## config.mk

```make
export PLATFORM = sky130hd
export DESIGN_NAME = pig_game
export DESIGN_NICKNAME = d
export VERILOG_FILES = /design/src/rtl/pig_pkg.sv /design/src/rtl/pig_game_rise_detect.sv /design/src/rtl/pig_game.sv
export SDC_FILE = /design/constraint.sdc
export NUM_CORES = 1
export LEC_CHECK = 0
export ABC_AREA = 0
export BUFFER_PORTS_ARGS = -buffer_cell sky130_fd_sc_hd__buf_2
export CAP_MARGIN = 20
export CELL_PAD_IN_SITES_DETAIL_PLACEMENT = 1
export CELL_PAD_IN_SITES_GLOBAL_PLACEMENT = 1
export CORE_MARGIN = 8
export CORE_UTILIZATION = 42
export DETAILED_ROUTE_END_ITERATION = 6
export PLACE_DENSITY_LB_ADDON = 0.1
export SLEW_MARGIN = 30
export SYNTH_ARGS = -nofsm -noshare
export SYNTH_HDL_FRONTEND = slang
export SYNTH_SLANG_ARGS = --single-unit
```

## constraint.sdc

```tcl
create_clock -name clk -period 4.3 [get_ports clk]
set_clock_uncertainty 0.15 [all_clocks]
set_input_delay 0.43 -clock clk [delete_from_list [all_inputs] [get_ports clk]]
set_output_delay 0.43 -clock clk [all_outputs]
set_load 0.01 [all_outputs]
```

## src/rtl/pig_pkg.sv

```systemverilog
// rtl/pig_pkg.sv - shared state encoding and default constants for the Pig game controller
package pig_pkg;

  typedef enum logic [2:0] {
    ARM  = 3'd0,
    ROLL = 3'd1,
    EVAL = 3'd2,
    BANK = 3'd3,
    DONE = 3'd4
  } state_t;

  localparam int SCORE_W_DEF   = 7;
  localparam int WIN_SCORE_DEF = 100;
  localparam int DIE_MAX       = 6;

endpackage

```

## src/rtl/pig_game_rise_detect.sv

```systemverilog
// rtl/pig_game_rise_detect.sv - single-bit rising-edge detector with configurable history reset value
module rise_detect #(
  parameter logic RESET_VAL = 1'b0
) (
  input  logic clk,
  input  logic rst_n,
  input  logic d,
  output logic rise
);

  logic prev_q;
  logic prev_d;

  // History follows the input every cycle
  always_comb begin
    prev_d = d;
  end

  // History register; a reset value of 1 suppresses an edge for a level already high at reset
  always_ff @(posedge clk or negedge rst_n) begin
    if (!rst_n) prev_q <= RESET_VAL;
    else        prev_q <= prev_d;
  end

  assign rise = d & ~prev_q;

endmodule

```

## src/rtl/pig_game.sv

```systemverilog
// rtl/pig_game.sv - two-player Pig controller: turn accumulation, banking, player alternation, winner
module pig_game
  import pig_pkg::*;
#(
  parameter int WIN_SCORE = WIN_SCORE_DEF,
  parameter int SCORE_W   = SCORE_W_DEF
) (
  input  logic               clk,
  input  logic               rst,
  input  logic [2:0]         num,
  input  logic               choose,
  input  logic               hold_btn,
  input  logic               new_game,
  output logic               roll_enable,
  output logic               player,
  output logic [SCORE_W-1:0] turn_total,
  output logic [SCORE_W-1:0] score0,
  output logic [SCORE_W-1:0] score1,
  output logic [2:0]         last_die,
  output logic               game_over,
  output logic               winner
);

  localparam logic [SCORE_W-1:0] WIN_V = SCORE_W'(WIN_SCORE);

  state_t             state_q, state_d;
  logic               player_q, player_d;
  logic [SCORE_W-1:0] tt_q, tt_d;
  logic [SCORE_W-1:0] s0_q, s0_d;
  logic [SCORE_W-1:0] s1_q, s1_d;
  logic [2:0]         last_q, last_d;
  logic               go_q, go_d;
  logic               win_q, win_d;
  logic               re_q, re_d;

  logic               hold_rise;
  logic               num_legal;
  logic [SCORE_W-1:0] active;
  logic [SCORE_W-1:0] new_tt;
  logic [SCORE_W-1:0] new_score;

  // History reset to 1 so a button held through reset does not count as a press
  rise_detect #(.RESET_VAL(1'b1)) u_hold_rise (
    .clk   (clk),
    .rst_n (rst),
    .d     (hold_btn),
    .rise  (hold_rise)
  );

  assign num_legal = (num != 3'd0) && (num <= 3'(DIE_MAX));
  assign active    = player_q ? s1_q : s0_q;
  assign new_tt    = tt_q + SCORE_W'(last_q);
  assign new_score = active + tt_q;

  // Next-state and datapath decisions; new_game overrides every transition
  always_comb begin
    state_d  = state_q;
    player_d = player_q;
    tt_d     = tt_q;
    s0_d     = s0_q;
    s1_d     = s1_q;
    last_d   = last_q;
    go_d     = go_q;
    win_d    = win_q;
    case (state_q)
      ARM: state_d = ROLL;
      ROLL: begin
        if (choose && num_legal) begin
          last_d  = num;
          state_d = EVAL;
        end else if (hold_rise && (tt_q != '0)) begin
          state_d = BANK;
        end
      end
      EVAL: begin
        if (last_q == 3'd1) begin
          tt_d     = '0;
          player_d = ~player_q;
          state_d  = ARM;
        end else begin
          tt_d    = new_tt;
          state_d = ((active + new_tt) >= WIN_V) ? BANK : ARM;
        end
      end
      BANK: begin
        if (player_q) s1_d = new_score;
        else          s0_d = new_score;
        tt_d = '0;
        if (new_score >= WIN_V) begin
          go_d    = 1'b1;
          win_d   = player_q;
          state_d = DONE;
        end else begin
          player_d = ~player_q;
          state_d  = ARM;
        end
      end
      DONE:    state_d = DONE;
      default: state_d = ARM;
    endcase
    if (new_game) begin
      state_d  = ARM;
      player_d = 1'b0;
      tt_d     = '0;
      s0_d     = '0;
      s1_d     = '0;
      last_d   = 3'd0;
      go_d     = 1'b0;
      win_d    = 1'b0;
    end
    re_d = (state_d == ROLL);
  end

  // All state and outputs registered together
  always_ff @(posedge clk or negedge rst) begin
    if (!rst) begin
      state_q  <= ARM;
      player_q <= 1'b0;
      tt_q     <= '0;
      s0_q     <= '0;
      s1_q     <= '0;
      last_q   <= 3'd0;
      go_q     <= 1'b0;
      win_q    <= 1'b0;
      re_q     <= 1'b0;
    end else begin
      state_q  <= state_d;
      player_q <= player_d;
      tt_q     <= tt_d;
      s0_q     <= s0_d;
      s1_q     <= s1_d;
      last_q   <= last_d;
      go_q     <= go_d;
      win_q    <= win_d;
      re_q     <= re_d;
    end
  end

  assign roll_enable = re_q;
  assign player      = player_q;
  assign turn_total  = tt_q;
  assign score0      = s0_q;
  assign score1      = s1_q;
  assign last_die    = last_q;
  assign game_over   = go_q;
  assign winner      = win_q;

endmodule

```

==> results by group <==
Status
  – Run status: complete, no violations

CTS
  – H-tree levels: 2
  – Worst skew pair latency: approximately 0.28 ns
  – Clock sink count: 32
  – TritonCTS clock tree: built
  – Post-CTS Hold Fix Bufs: 0
  – Postcts setup bufs: 0
  – Num CTS Buffers: 5
  – Root Buffer: clkbuf_8
  – CTS-repair resized insts: 0
  – Clock Tree Buf Depth: 2
  – Clock Pin Slew Worst Setup and Hold Paths: 0.07 ns

Global routing
  – Pin count of the biggest net entering global routing: 33
  – GR Layer Usage met3: approximately 3.7%
  – Met1 Use GR: about a fifth
  – First-pass GRT wire length: ~9800 um
  – GRT met2 Usage: a little over a quarter
  – GRT overflow: 0
  – Overall routing resource usage: roughly 16%
  – Number of global-route vias before repair: about 1900
  – Initial antenna violation count: 0
  – GRT busiest layer: met2

Worst setup path
  – Delay-heaviest family, CP: adder cells
  – Worst path max stage delay: around 0.45 ns
  – Worst setup EP type: flip-flop
  – CP Cell Sequence: ha_1 -> inv_1 -> fa_1 -> nor2b_1 -> o21ai_0 -> xnor2_1 -> ha_1 -> nand2b_1 -> a21oi_1 -> a21oi_1 -> and3_1 -> a2111o_1 -> nor4bb_1
  – CP Class: reg -> reg
  – CP Launch Type: flip-flop
  – Worst path buffer plus inverter count: 1
  – Worst r2r dst: roll_enable$_DFF_PN0_
  – Crit-path slowest cell: a2111o_1
  – Slack of the worst reg-to-reg path: between 0.8 and 0.9 ns
  – Reg-to-Reg Start: turn_total[0]$_DFFE_PN0P_
  – Crit-path max FO: 5
  – Reg2Reg Depth: 13
  – Worst path arrival time: around 3.5 ns
  – CP Data Required Time: approximately 4.3 ns

Yosys
  – Yosys top cell by area: dfrtp_1
  – Post-synth top area share: between 30% and 40%
  – Predominant post-synthesis flop cell: dfrtp_1
  – Synth top area cells: dfrtp_1, ha_1, mux2_2
  – Number of synthesized flops with an enable pin: 0
  – Post-synth net total: 247
  – Cell Area, Synth: 2143 sq um
  – Average size of a mapped cell: 9.742 sq um
  – Cells after synthesis: 220
  – Ys Warns: 0
  – Asr flop ratio synth: 100.0%
  – Register area share after synthesis: between 30% and 40%
  – Distinct cells, synth: 48
  – Yosys reg bits: 32

Floorplanning
  – Full die area: between 7000 and 8000 sq um
  – Core ar.: around 5000 sq um
  – Initial Utilization: 42.78%
  – Chip Height: 87.44 um
  – Die width: ~87 um
  – Row Count: 26
  – Boundary pin count: 36

Timing
  – Min Tclk post-route: between 3 and 4 ns
  – Setup violators final: 0
  – Maximum clock rate: between 200 and 300 MHz
  – Max-slew violation count: 0
  – Hold_ws: about 0.057 ns
  – Max-slew headroom: roughly 50%
  – Worst Tran Pin Value: between 0.7 and 0.8 ns
  – Hold Fails Final Rpt: 0
  – RSZ-0062 raised after global routing: false
  – Final setup TNS: 0 ns
  – Fin crit share: about four fifths

Route
  – Post-route ant nets: 0
  – WL/cell: between 15 and 20 um
  – Vias/cell: approximately 5.4
  – Routed Wire Length: roughly 5600 um
  – First-pass DRT Iterations: 4
  – Initial drt markers: 33
  – DR vias: around 1800
  – # DRC: 0

Run
  – Max_cap viols: 0

Final layout
  – Nets: approximately 280
  – Commonest non-fill, non-tap cell in the layout: buf_2
  – Inserted Diodes: 0
  – Area Growth Syn to Fin: 16.23%
  – Share of layout cells above drive strength 1: 21.79%
  – Most frequent cells in the layout: buf_2, dfrtp_1, nor2_1, ha_1, nand2_1

Power and ir drop
  – Worst VDD drop: 0.1557 mV
  – PD cells: 283.1 nW/um^2
  – Leak: 1.255 nW

Place
  – GPL Wtd Cong: ~0.83
  – Input/output buffers: 35
  – DP HPWL: roughly 4400 um

Min path
  – Tightest Hold Check Type: in -> async
cell type report:
class / count / area [sq um]
Clock buffer: 6 / 72.57
Clock inverter: 2 / 35.03
Fill cell: 611 / 2519
Inverter: 12 / 45.04
Multi-Input combinational cell: 170 / 1274
Sequential cell: 32 / 802.0
Tap cell: 70 / 87.58
Timing Repair Buffer: 35 / 175.2
synthesized netlist by cell type, drive strengths merged (2+ instances only):
master and instances:
dfrtp 31, a21oi 16, ha 16, nor2 16
nand2 15, mux2 14, o21ai 14, inv 12
nand2b 8, a22o 7, xnor2 7, clkbuf 5
mux2i 5, nor2b 5, nor3 5, a21o 4
a211oi 3, fa 3, xor2 3, and2 2
and3 2, nor3b 2, o22a 2, o22ai 2
o31ai 2, or2 2
routing by layer:
metal | routed length [um] | up-vias | share of wire (%)
met5 | 0 | - | 0
met4 | 62 | 0 | 1.1
met3 | 200 | 9 | 3.6
met2 | 2776 | 27 | 50
met1 | 2561 | 875 | 46
li1 | - | 862 | -
worst max-delay path by stage:
| stage | startpoint | endpoint | slack [ns] | cells past startpoint |
|---|---|---|---|---|
| final | turn_total[0]$_DFFE_PN0P_ | roll_enable$_DFF_PN0_ | 0.81 | 13 |
| after floorplan | player$_DFFE_PN0P_ | player$_DFFE_PN0P_ | 1.12 | 10 |
| after detailed placement | turn_total[0]$_DFFE_PN0P_ | roll_enable$_DFF_PN0_ | 0.86 | 13 |
| after CTS | turn_total[0]$_DFFE_PN0P_ | roll_enable$_DFF_PN0_ | 0.78 | 13 |
| after global routing | turn_total[0]$_DFFE_PN0P_ | roll_enable$_DFF_PN0_ | 0.52 | 13 |
| after global placement | turn_total[0]$_DFFE_PN0P_ | roll_enable$_DFF_PN0_ | 0.88 | 13 |
report_power, final:
group          leakage [nW]  total (mW)  switching (mW)  internal, mW
clock                0.0552       0.286           0.114         0.172
sequential            0.439       0.323          0.0105         0.312
combinational         0.761      0.0967          0.0555        0.0412
total                  1.25       0.705           0.180         0.525
registers in the layout, summed over array words and instances (netlist names):
name and count:
game_over 1, last_die 3, player 1, roll_enable 1, score0 7, score1 7
state_q 3, turn_total 7, u_hold_rise.prev_q 1, winner 1
worst register-to-register path, delay by kind of cell (launching register included):
family / cells / cell delay [ns]
flip-flops: 1 / 0.44
XOR/XNOR: 1 / 0.29
buffers and inverters: 1 / 0.07
AND/OR/NAND/NOR: 4 / 0.67
adder cells (fa/ha/maj): 3 / 0.96
AO/OA/AOI/OAI: 4 / 0.79
logic make-up (layout without fill, tap and decap cells):
| logic type | count (synthesis) | in the layout | synth area share [%] |
|---|---|---|---|
| AOI/OAI and AO/OA | 59 | 59 | 18.51 |
| xor gates and xnor gates | 10 | 10 | 4.087 |
| adders and majority gates | 19 | 19 | 12.14 |
| buffers and inverters | 18 | 55 | 3.152 |
| DFF | 32 | 32 | 37.42 |
| muxes | 19 | 19 | 9.691 |
| and+or+nand+nor | 63 | 63 | 15.00 |
per-stage QoR:
step	std cells	total power, mW	util (%)	area, sq um	setup slack, ns
after CTS	327	0.7157	49.73	2491	0.7831
after global placement	319	0.4241	47.58	2384	0.8829
after detailed placement	319	0.4268	47.58	2384	0.8642
after global routing	327	0.7406	49.73	2491	0.5208
after floorplan	220	0.3903	-	2143	1.118
final	327	0.7053	49.73	2491	0.8106
(Power assumes the default switching activity.)
